$ cat config.mk
export PLATFORM = sky130hd
export DESIGN_NAME = mips_fetch_unit
export DESIGN_NICKNAME = d
export VERILOG_FILES = /design/src/rtl/mips_fetch_unit.sv
export SDC_FILE = /design/constraint.sdc
export NUM_CORES = 1
export LEC_CHECK = 0
export ABC_AREA = 1
export BUFFER_PORTS_ARGS = -buffer_cell sky130_fd_sc_hd__buf_2
export CAP_MARGIN = 20
export CELL_PAD_IN_SITES_DETAIL_PLACEMENT = 0
export CELL_PAD_IN_SITES_GLOBAL_PLACEMENT = 2
export CORE_MARGIN = 2
export CORE_UTILIZATION = 31
export CTS_CLUSTER_DIAMETER = 80
export DETAILED_ROUTE_END_ITERATION = 10
export PLACE_DENSITY = 0.87
export SYNTH_ARGS = -nofsm -noshare
export SYNTH_HDL_FRONTEND = slang
export SYNTH_SLANG_ARGS = --single-unit
$ cat constraint.sdc
create_clock -name clk -period 6 [get_ports clk]
set_clock_uncertainty 0.15 [all_clocks]
set_input_delay 1.2 -clock clk [delete_from_list [all_inputs] [get_ports clk]]
set_output_delay 1.2 -clock clk [all_outputs]
set_load 0.01 [all_outputs]
$ cat src/rtl/mips_fetch_unit.sv
// Instruction fetch stage: owns the PC, issues credit-limited word requests to an
// in-order instruction memory, buffers returned words and hands them to decode.
module mips_fetch_unit #(
  parameter logic [31:0] RESET_PC   = 32'h0,
  parameter int          FIFO_DEPTH = 2
) (
  input  logic        clk,
  input  logic        rst,
  output logic        imem_req_valid,
  output logic [31:0] imem_req_addr,
  input  logic        imem_req_ready,
  input  logic        imem_resp_valid,
  input  logic [31:0] imem_resp_data,
  input  logic        redirect_valid,
  input  logic [31:0] redirect_pc,
  output logic        inst_valid,
  output logic [31:0] inst_data,
  output logic [31:0] inst_pc,
  output logic [31:0] inst_pc4,
  input  logic        inst_ready,
  output logic        err_resp
);

  localparam int PW = $clog2(FIFO_DEPTH);
  localparam int CW = PW + 1;

  logic [31:0]   fetch_pc;
  logic [CW-1:0] outstanding;
  logic [CW-1:0] discard;
  logic [CW-1:0] fifo_count;
  logic [PW-1:0] fifo_rd;
  logic [PW-1:0] fifo_wr;
  logic [PW-1:0] pend_rd;
  logic [PW-1:0] pend_wr;
  logic          err_q;

  logic [31:0] fifo_data [FIFO_DEPTH];
  logic [31:0] fifo_pc   [FIFO_DEPTH];
  logic [31:0] pend_pc   [FIFO_DEPTH];

  logic [CW:0]   credit_used;
  logic [CW-1:0] outstanding_nx;
  logic          accept;
  logic          resp_ok;
  logic          push;
  logic          pop;

  // Both handshakes transfer on the rising edge where valid && ready; valid never
  // depends combinationally on the matching ready, so either side may wait on the other.
  assign credit_used    = {1'b0, outstanding} + {1'b0, fifo_count};
  assign imem_req_valid = !rst && (credit_used < (CW+1)'(FIFO_DEPTH));
  assign imem_req_addr  = fetch_pc;
  assign accept         = imem_req_valid && imem_req_ready;

  // A response only counts when something is outstanding; anything else is flagged.
  assign resp_ok        = imem_resp_valid && (outstanding != '0);
  assign push           = resp_ok && (discard == '0) && !redirect_valid;
  assign pop            = inst_valid && inst_ready;
  assign outstanding_nx = outstanding + CW'(accept) - CW'(resp_ok);

  assign inst_valid = (fifo_count != '0);
  assign inst_data  = inst_valid ? fifo_data[fifo_rd] : 32'h0;
  assign inst_pc    = inst_valid ? fifo_pc[fifo_rd] : 32'h0;
  assign inst_pc4   = inst_pc + 32'd4;
  assign err_resp   = err_q;

  always_ff @(posedge clk) begin
    if (rst) begin
      fetch_pc    <= RESET_PC;
      outstanding <= '0;
      discard     <= '0;
      fifo_count  <= '0;
      fifo_rd     <= '0;
      fifo_wr     <= '0;
      pend_rd     <= '0;
      pend_wr     <= '0;
      err_q       <= 1'b0;
    end else begin
      if (redirect_valid)
        fetch_pc <= {redirect_pc[31:2], 2'b00};
      else if (accept)
        fetch_pc <= fetch_pc + 32'd4;

      outstanding <= outstanding_nx;

      // Every request still in flight after a redirect belongs to the old path.
      if (redirect_valid)
        discard <= outstanding_nx;
      else if (resp_ok && (discard != '0))
        discard <= discard - 1'b1;

      if (accept)
        pend_wr <= pend_wr + 1'b1;
      if (resp_ok)
        pend_rd <= pend_rd + 1'b1;

      if (redirect_valid) begin
        fifo_rd    <= '0;
        fifo_wr    <= '0;
        fifo_count <= '0;
      end else begin
        if (push)
          fifo_wr <= fifo_wr + 1'b1;
        if (pop)
          fifo_rd <= fifo_rd + 1'b1;
        fifo_count <= fifo_count + CW'(push) - CW'(pop);
      end

      if (imem_resp_valid && (outstanding == '0))
        err_q <= 1'b1;
    end
  end

  // Storage arrays carry no reset; the pointers and count define which entries are live.
  always_ff @(posedge clk) begin
    if (!rst && accept)
      pend_pc[pend_wr] <= fetch_pc;
    if (!rst && push) begin
      fifo_data[fifo_wr] <= imem_resp_data;
      fifo_pc[fifo_wr]   <= pend_pc[pend_rd];
    end
  end

endmodule

==> flow_summary_export.csv <==
group,metric,value,unit
run_status,status,"finished, final reports clean",
yosys,synth_edf_count,184,
detailed_routing,avgViaCountPerCell,4.479,
timing,hold_viol,0,
floorplan,die_y,190.9,um
yosys,synth-async-reset-ratio,0,%
worst_hold_path,min_path_cells,1,
critical_path,cp.required,4.65,ns
clock_network,cts_hold_buffers,0,
yosys,yosysTopAreaCell,"edfxtp_1",
critical_path,critPathArrivalTime,3.24,ns
clock_network,numCtsBuffers,25,
critical_path,reg2reg_to,"discard[1]",
clock_network,cts_root_buf,"clkbuf_16",
worst_hold_path,hp-start,"fifo_rd",
floorplan,fp.coreArea,0.03446,sq mm
detailed_routing,drt-wirelength-per-cell,15.31,um
yosys,seq_area_frac_synth,58.94,%
detailed_routing,drt_wl_total,27340,um
clock_network,clk-insertion-delay-late,0.50,ns
floorplan,die_w,190.9,um
critical_path,criticalPathCategory,"reg -> out",
detailed_routing,postRouteAntennaNets,0,
critical_path,cp_max_fo,62,
clock_network,cts_tree,"yes",
timing,setup_viol,0,
timing,tightest_slew,1.000,ns
yosys,synth_top_area_share,51.00,%
timing,slew_headroom,33.26,%
global_route,overflow,0,
power,peakVddDrop,0.2251,mV
detailed_routing,drt_iter0_drc,513,
floorplan,placementRows,68,
detailed_routing,firstDrtPassIters,5,
placement,port_buffers,192,
critical_path,start_kind,"flip-flop",
yosys,synth_area_leaders,"edfxtp_1 51%, nand2_1 12%, dfxtp_1 7.9%",
global_route,antenna_found_initial,1,
timing,fmax,0.2178,GHz
power,p_total,3.716,mW
global_route,grt_max_degree,63,
worst_hold_path,hp-class,"reg -> reg",
detailed_routing,drc,0,
global_route,grtUsageTotal,14.65,%
power,p_leak,5.505,nW
critical_path,reg2reg_depth,13,
clock_network,cts_sinks,227,
clock_network,post_cts_resize_count,0,
floorplan,die_area,0.03646,sq mm
clock_network,path_clk_slew,0.05,ns
yosys,yosysUniqueCellTypes,40,
clock_network,htreeDepth,1,
global_route,grt_pass1_vias,7483,
flow_run,cap_violations,0,
placement,dp_hpwl,19510,um
finish,post-route-util,37.56,%
global_route,grt_pass1_wl,41580,um
finish,nNetsFinal,1389,
critical_path,r2r-start,"fifo_count[0]",
clock_network,cts_setup_buffers,0,
critical_path,rrSetupSlack,2.72,ns
timing,fin_crit,4.592,ns
critical_path,crit_path_end_kind,"primary output",
power,cellPowerDensity,287.1,mW/mm^2
timing,rsz0062_at_grt,"false",
yosys,syn-cell-area,0.01083,sq mm
finish,area_growth,19.47,%
yosys,yosys_most_used_dff,"edfxtp_1",
detailed_routing,vias,7995,
clock_network,cts_buffer_depth,3,
placement,routabilityCongestion,0.7981,
yosys,yosys_register_bits,227,
floorplan,ios,201,
yosys,synth-warning-count,0,
yosys,synth_area_per_cell,9.613,sq um
floorplan,initial_core_util,31.44,%
finish,drive_gt1_share,24.76,%
yosys,syn_inst,1127,
timing,fin_setup_tns,0,ns
timing,slew_violations,0,
timing,fin_crit_sh,76.53,%
cell type report:
class                      instances  area [sq um]
timing repair buffer             197         998.5
antenna                            1         2.502
clock buffer                      33         675.6
sequential                       227          6387
fill                            3468         21510
inverter                         122         467.9
multi-input combinational        738          3729
clock inverter                    12         113.9
tap                              455         569.3
power by group:
part / switching [mW] / internal (mW)
clock network: 0.579 / 0.876
registers: 0.0527 / 1.80
logic: 0.255 / 0.151
total: 0.887 / 2.83
routing by layer:
layer | GRT usage, % | vias up | share of wire [%]
met5 | 0 | - | 0
met4 | 3.369 | 0 | 1.6
met3 | 1.983 | 31 | 5.6
met2 | 23.20 | 222 | 45
met1 | 21.23 | 3672 | 48
li1 | - | 4070 | -
critical path: stages, from the launching register on:
cell and delay (ns):
dfxtp_2 0.86, inv_8 0.31, o21ai_2 0.38, inv_2 0.11, ha_1 0.27, inv_1 0.19
nor2_4 0.08, nand2_1 0.16, inv_1 0.08, nand2_1 0.07, nand2_1 0.05, nand2_1 0.05
buf_2 0.12
cell families (layout without fill, tap and decap cells):
logic type      count (synthesis)  count (layout)  synth area share [%]
simple gates                  558             558                 22.34
xor+xnor                       30              30                 2.425
buf+inv                       167             364                 7.068
mux                            30              30                 3.118
other cells                     1               7               0.03461
flops                         227             227                 58.94
compound gates                106             106                 5.081
fa+ha+maj                       8               8                0.9932
synth_stat cells, types with 2 or more instances:
cell,count
o21ai_0,28
nor2_2,17
mux2_2,30
xnor2_1,7
nand2_1,340
nand2_2,16
buf_1,2
edfxtp_1,184
a21oi_1,66
a31oi_1,4
buf_6,5
nor2_4,7
inv_2,4
nand4_1,8
o21ai_1,3
nand3_1,70
dfxtp_1,43
nor3_1,5
buf_4,10
xor2_1,23
nor2_1,82
ha_1,7
nand3_2,10
inv_1,116
clkbuf_1,17
buf_2,8
buf_12,2
layout by cell type (no fill, tap or decap), types with 2 or more instances in the layout:
cell type,instances
clkbuf_16,25
clkinv_1,2
nor2_2,18
clkinv_2,6
nor3_2,2
nor2_1,79
inv_2,4
xnor2_1,7
nand2_1,340
dfxtp_1,42
conb_1,6
buf_4,5
o21ai_1,3
nand3_2,10
nor2_4,9
edfxtp_1,184
nand4_1,8
a21oi_1,66
buf_2,192
inv_1,116
clkbuf_8,2
o21ai_0,28
nand2_2,16
nand3_1,70
a31oi_1,4
clkbuf_1,6
bufinv_16,2
ha_1,7
nor3_1,3
xor2_1,23
mux2_2,30
worst max path at each step:
stage                     cells after the start           start               to  slack, ns
after floorplan                               4  redirect_valid  fifo_data[0][0]      -0.59
after global placement                       10       flip-flop     inst_pc4[16]       1.85
after detailed placement                     10       flip-flop     inst_pc4[16]       1.82
after CTS                                    12       flip-flop     inst_pc4[24]       1.29
after global routing                         12       flip-flop     inst_pc4[24]       1.11
final                                        12       flip-flop     inst_pc4[24]       1.41
state kept, by name, summed over array words and instances, names as in the netlist, named ones only:
name	cells
pend_wr	1
imem_req_addr	30
fifo_rd	1
discard	2
pend_pc	60
fifo_pc	60
fifo_count	2
outstanding	2
pend_rd	1
err_resp	1
fifo_data	64
fifo_wr	1
through the flow:
step | cells | hold slack [ns] | setup WS [ns] | area (sq um)
floorplan | 1132 | 0.2755 | -0.5918 | 10850
global placement | 1739 | 0.2800 | 1.846 | 12150
detailed placement | 1739 | 0.2877 | 1.825 | 12150
CTS | 1784 | 0.2978 | 1.287 | 12940
global route | 1785 | 0.3280 | 1.109 | 12940
finish | 1785 | 0.2985 | 1.408 | 12940
(Power assumes the default switching activity.)
